## config.mk

```make
export PLATFORM = sky130hd
export DESIGN_NAME = rr_resource_arbiter
export DESIGN_NICKNAME = d
export VERILOG_FILES = /design/src/rtl/rr_resource_arbiter_pkg.sv /design/src/rtl/rr_priority_pick.sv /design/src/rtl/rr_resource_arbiter.sv
export SDC_FILE = /design/constraint.sdc
export NUM_CORES = 1
export LEC_CHECK = 0
export ABC_AREA = 1
export CORE_MARGIN = 2
export CORE_UTILIZATION = 48
export CTS_CLUSTER_DIAMETER = 30
export DETAILED_ROUTE_END_ITERATION = 7
export GPL_TIMING_DRIVEN = 0
export PLACE_DENSITY = 0.82
export SLEW_MARGIN = 15
export SYNTH_ARGS = -nofsm -noshare
export SYNTH_HDL_FRONTEND = slang
export SYNTH_SLANG_ARGS = --single-unit
```

## constraint.sdc

```tcl
create_clock -name i_clock -period 2.04 [get_ports i_clock]
set_clock_uncertainty 0.2 [all_clocks]
set_input_delay 0.51 -clock i_clock [delete_from_list [all_inputs] [get_ports i_clock]]
set_output_delay 0.51 -clock i_clock [all_outputs]
set_load 0.01 [all_outputs]
```

## src/rtl/rr_resource_arbiter_pkg.sv

```systemverilog
// Shared types for the round-robin resource arbiter.
package rr_resource_arbiter_pkg;

   // Arbiter FSM encoding: one idle state, one holding state.
   typedef enum logic {
      ST_IDLE  = 1'b0,
      ST_GRANT = 1'b1
   } arb_state_t;

   // Requester index that holds top priority out of reset.
   localparam int unsigned PTR_RESET_IDX = 0;

endpackage

```

## src/rtl/rr_priority_pick.sv

```systemverilog
// Combinational round-robin pick: first set request at or above the one-hot
// pointer, wrapping to the lowest set request when none lie above it.
module rr_priority_pick
   import rr_resource_arbiter_pkg::*;
#(
   parameter int unsigned NREQ    = 4,
   parameter int unsigned OWNER_W = 2
) (
   input  logic [NREQ-1:0]    i_req,
   input  logic [NREQ-1:0]    i_pointer,
   output logic [NREQ-1:0]    o_pick,
   output logic [OWNER_W-1:0] o_idx,
   output logic               o_valid
);

   localparam logic [NREQ-1:0] ONE = {{(NREQ-1){1'b0}}, 1'b1};

   logic [NREQ-1:0] w_mask;
   logic [NREQ-1:0] w_hi;
   logic [NREQ-1:0] w_src;

   // Mask off requesters below the pointer, fall back to the full vector on
   // wrap, then isolate the lowest set bit (x & -x) and encode it.
   always_comb begin
      w_mask  = ~(i_pointer - ONE);
      w_hi    = i_req & w_mask;
      w_src   = (|w_hi) ? w_hi : i_req;
      o_pick  = w_src & (~w_src + ONE);
      o_valid = |i_req;
      o_idx   = '0;
      for (int i = 0; i < NREQ; i++) begin
         if (o_pick[i]) o_idx = OWNER_W'(i);
      end
   end

endmodule

```

## src/rtl/rr_resource_arbiter.sv

```systemverilog
// Round-robin arbiter sharing one resource between NREQ requesters. A grant
// is held until the owner signals done, drops its request, or has held for
// MAX_HOLD cycles; the priority pointer then moves one past the released owner.
module rr_resource_arbiter
   import rr_resource_arbiter_pkg::*;
#(
   parameter int unsigned NREQ     = 4,
   parameter int unsigned OWNER_W  = 2,
   parameter int unsigned MAX_HOLD = 8,
   parameter int unsigned HOLD_W   = 4
) (
   input  logic               i_clock,
   input  logic               i_reset,
   input  logic [NREQ-1:0]    i_req,
   input  logic [NREQ-1:0]    i_done,
   output logic [NREQ-1:0]    o_grant,
   output logic [OWNER_W-1:0] o_owner,
   output logic               o_busy,
   output logic [NREQ-1:0]    o_pointer,
   output logic               o_timeout
);

   localparam logic [NREQ-1:0] PTR_RESET = NREQ'(1) << PTR_RESET_IDX;

   arb_state_t          r_state;
   arb_state_t          w_state_nxt;
   logic [NREQ-1:0]     r_grant,   w_grant_nxt;
   logic [OWNER_W-1:0]  r_owner,   w_owner_nxt;
   logic [NREQ-1:0]     r_pointer, w_pointer_nxt;
   logic [HOLD_W-1:0]   r_hold,    w_hold_nxt;
   logic                r_timeout, w_timeout_nxt;

   logic [NREQ-1:0]     w_pick;
   logic [OWNER_W-1:0]  w_pick_idx;
   logic                w_pick_vld;
   logic                w_own_done;
   logic                w_own_req;
   logic                w_hold_max;
   logic                w_release;

   rr_priority_pick #(
      .NREQ    (NREQ),
      .OWNER_W (OWNER_W)
   ) u_pick (
      .i_req     (i_req),
      .i_pointer (r_pointer),
      .o_pick    (w_pick),
      .o_idx     (w_pick_idx),
      .o_valid   (w_pick_vld)
   );

   // Release conditions, all qualified by the current one-hot grant so that
   // done/req bits of non-owners never matter.
   always_comb begin
      w_own_done = |(i_done & r_grant);
      w_own_req  = |(i_req & r_grant);
      w_hold_max = (r_hold == HOLD_W'(MAX_HOLD));
      w_release  = w_own_done | ~w_own_req | w_hold_max;
   end

   // Next-state and next-output logic; timeout flags only a pure hold-limit release.
   always_comb begin
      w_state_nxt   = r_state;
      w_grant_nxt   = r_grant;
      w_owner_nxt   = r_owner;
      w_pointer_nxt = r_pointer;
      w_hold_nxt    = r_hold;
      w_timeout_nxt = 1'b0;
      case (r_state)
         ST_IDLE: begin
            if (w_pick_vld) begin
               w_grant_nxt = w_pick;
               w_owner_nxt = w_pick_idx;
               w_hold_nxt  = HOLD_W'(1);
               w_state_nxt = ST_GRANT;
            end
         end
         ST_GRANT: begin
            if (w_release) begin
               w_grant_nxt   = '0;
               w_pointer_nxt = {r_grant[NREQ-2:0], r_grant[NREQ-1]};
               w_hold_nxt    = '0;
               w_timeout_nxt = w_hold_max & ~w_own_done & w_own_req;
               w_state_nxt   = ST_IDLE;
            end else begin
               w_hold_nxt = r_hold + HOLD_W'(1);
            end
         end
         default: w_state_nxt = ST_IDLE;
      endcase
   end

   // State and output registers with synchronous reset.
   always_ff @(posedge i_clock) begin
      if (i_reset) begin
         r_state   <= ST_IDLE;
         r_grant   <= '0;
         r_owner   <= '0;
         r_pointer <= PTR_RESET;
         r_hold    <= '0;
         r_timeout <= 1'b0;
      end else begin
         r_state   <= w_state_nxt;
         r_grant   <= w_grant_nxt;
         r_owner   <= w_owner_nxt;
         r_pointer <= w_pointer_nxt;
         r_hold    <= w_hold_nxt;
         r_timeout <= w_timeout_nxt;
      end
   end

   assign o_grant   = r_grant;
   assign o_owner   = r_owner;
   assign o_busy    = |r_grant;
   assign o_pointer = r_pointer;
   assign o_timeout = r_timeout;

endmodule
```

==> results.ini <==
[logic_synthesis]
synth_area_um2 = 956
synth_warnings = 0
netlist_instances = 135
yosysMostFrequentCell = nand2_1
synth_edf_count = 0
async_flop_share_pct = 0
synthTopCellsByArea = dfxtp_1 34%, nand2_1 9.4%, nand3_1 6.3%, inv_1 6.3%, a21oi_1 5.8%
synth_area_per_cell_um2 = 7.08
ys.flop_type = dfxtp_1
ys_top_cells_by_count = 24 x nand2_1, 16 x dfxtp_1, 16 x inv_1
synth_top_cell_by_area = dfxtp_1
ys_seq_area_share_pct = 33.5
synthDistinctLibCells = 24
yosysTopAreaCellShare_pct = 33.5
syn_nets = 148
ys_seq_elements = 16

[worst_setup_path]
crit_arrival_ps = 1240
r2r_slack_ps = 130
worstSetupEndpoint = o_grant[1]
reg2regPathDepth = 14
critical_path_class = reg -> out
cp-end-kind = output port
cpPeakStageDelay_ps = 550
cp-start-kind = flop
path_depth = 1
r2r-start = o_pointer[0]
reg2reg_to = o_owner[1]
timing.critical_path.fanout_max = 6
cp_top_family = buffers and inverters
crit_path_top_delay_cell = clkdlybuf4s50_1
cp_cell_sequence = clkdlybuf4s50_1
cp.required_ps = 1330
startpoint = o_grant[1]
critPathBufInv = 1

[sta]
relSlewSlack_pct = 76.0
tightestPinTransition_ps = 359
tns_ps = 0
hold_viol = 0
finalSetupViolCount = 0
post-route-min-period_ps = 1950
setup_ws_ps = 88.7
timing.fmax_mhz = 512
finalCritPeriodShare_pct = 95.7
drv_slew = 0

[global_routing]
grt_pass1_vias = 942
grt_max_degree = 11
grt_usage_pct = 20.5
grt_pass1_wl_um = 3840
antenna_found_initial = 0
grt_remaining_overflow = 0

[drt]
routed.top_layer = met4
drtAntennaViolNets = 0
drc_errors = 0
drtIter0Drc = 26
num_vias = 972
wl_met2_um = 1190
drt-wirelength-per-cell_um = 12.3
first_pass_iters = 4
wl_met1_um = 958
wl_met3_um = 127
wl_um = 2300
viasPerCell = 5.17

[clock_tree]
numCtsBuffers = 3
clkSinkCount = 16
cts_buffer_depth = 2
clk_latency_ps = 290
cts-root-buf = clkbuf_4
hold_buffers = 0
clkSlewWorstSetupHoldPaths_ps = 100
htreeDepth = 1
tritoncts = done

[cells_and_area]
drive_above_1_share_pct = 25.5
final_core_utilization_pct = 66.8
fin_cells = 188
antenna-diode-count = 0
fill_cells = 173
nNetsFinal = 175
area_delta_synth_final_pct = 34.3

[placement]
gp_congestion = 0.778
portBuffers = 21
dp_cells = 183
place_ws_ps = -239
dp_hpwl_um = 1700

[pwr]
power_density_nw_per_um2 = 670
seqPwrFrac_pct = 41.9
power_w = 0.000860
internal-power_w = 0.000571
vdd_drop_max_uv = 446
p_leak_nw = 0.546
pwr-share-clk_pct = 24.8
switching_power_w = 0.000289
switching_share_pct = 33.6
comb_power_share_pct = 33.2

[floorplanning]
io_pins = 22
die-area_um2 = 2360
start_util_pct = 49.7
coreArea_um2 = 1920
die_y_um = 48.6
row_count = 16
die_w_um = 48.6

[run]
drv_cap = 0

[outcome]
status = completed

[hold_path]
hp-class = reg -> reg

==> worst min path at each step <==
stage	start	end	slack, ps	cells past startpoint
finish	o_pointer[3]	o_pointer[3]	310	2
CTS	o_pointer[3]	o_pointer[3]	310	2
global placement	r_hold[3]	r_hold[3]	280	2
global route	o_pointer[0]	o_pointer[0]	340	2
floorplan	r_hold[3]	r_hold[3]	270	2
detailed placement	o_pointer[3]	o_pointer[3]	290	2
==> flip-flops by register name (all words and copies together), names as in the netlist <==
register,cells
o_pointer,4
o_owner,2
o_grant,4
o_timeout,1
r_state,1
r_hold,4
==> power by group through the flow <==
stage | Clock (W) | Combinational (W) | Sequential [W]
floorplan | 0 | 0.000162 | 0.000371
global placement | 0 | 0.000261 | 0.000366
detailed placement | 0 | 0.000268 | 0.000367
CTS | 0.000215 | 0.000266 | 0.000359
global route | 0.000232 | 0.000318 | 0.000363
finish | 0.000214 | 0.000286 | 0.000361
==> metrics by stage <==
stage | instance area, um^2 | hold WS [ps]
after detailed placement | 1200 | 293
final | 1280 | 306
after CTS | 1240 | 308
after global routing | 1280 | 336
after global placement | 1200 | 279
after floorplan | 956 | 269
==> per-layer routing <==
layer	global-route usage, %	up-vias
met5	0	-
met4	7.14	0
met3	3.70	6
met2	38.8	28
met1	22.7	453
li1	-	485
==> area by class of cell <==
class                      count  area, um^2  share of cell area [%]
inverter                      22        82.6                    6.43
tap                           27        33.8                    2.63
clock buffer                   4        36.3                    2.83
multi-input combinational     95         556                    43.3
buffer                         2        20.0                    1.56
sequential                    16         334                    26.0
timing repair buffer          22         221                    17.3
==> cell usage in the layout (no fill, tap or decap), types with 2 or more instances in the layout <==
cell type	Yosys	routed
nand2_1	24	23
clkdlybuf4s50_1	0	18
inv_1	16	16
nor2_1	13	11
a21oi_1	11	11
dfxtp_1	16	11
nand3_1	12	10
nand2_2	7	7
nand3_2	5	7
inv_2	6	6
nor2_2	4	6
o21ai_0	5	5
ha_1	3	3
clkbuf_4	0	3
dfxtp_4	0	3
nand2_4	1	2
a22o_1	2	2
dlymetal6s2s_1	0	2
dfxtp_2	0	2
==> cells by family (layout without fill, tap and decap cells) <==
family	after synthesis	count (layout)	share of synthesized area (%)
flops	16	16	33.5
compound gates	21	21	13.1
xor+xnor	2	2	1.83
simple gates	69	69	36.9
buf+inv	24	50	10.7
fa+ha+maj	3	3	3.93
==> timing repair <==
item                       4_1_cts  5_1_grt
setup endpoints to repair        1        5
setup buffers                    0        1
resized for setup                7       10
Note: power is estimated with default switching activity, not from simulation.
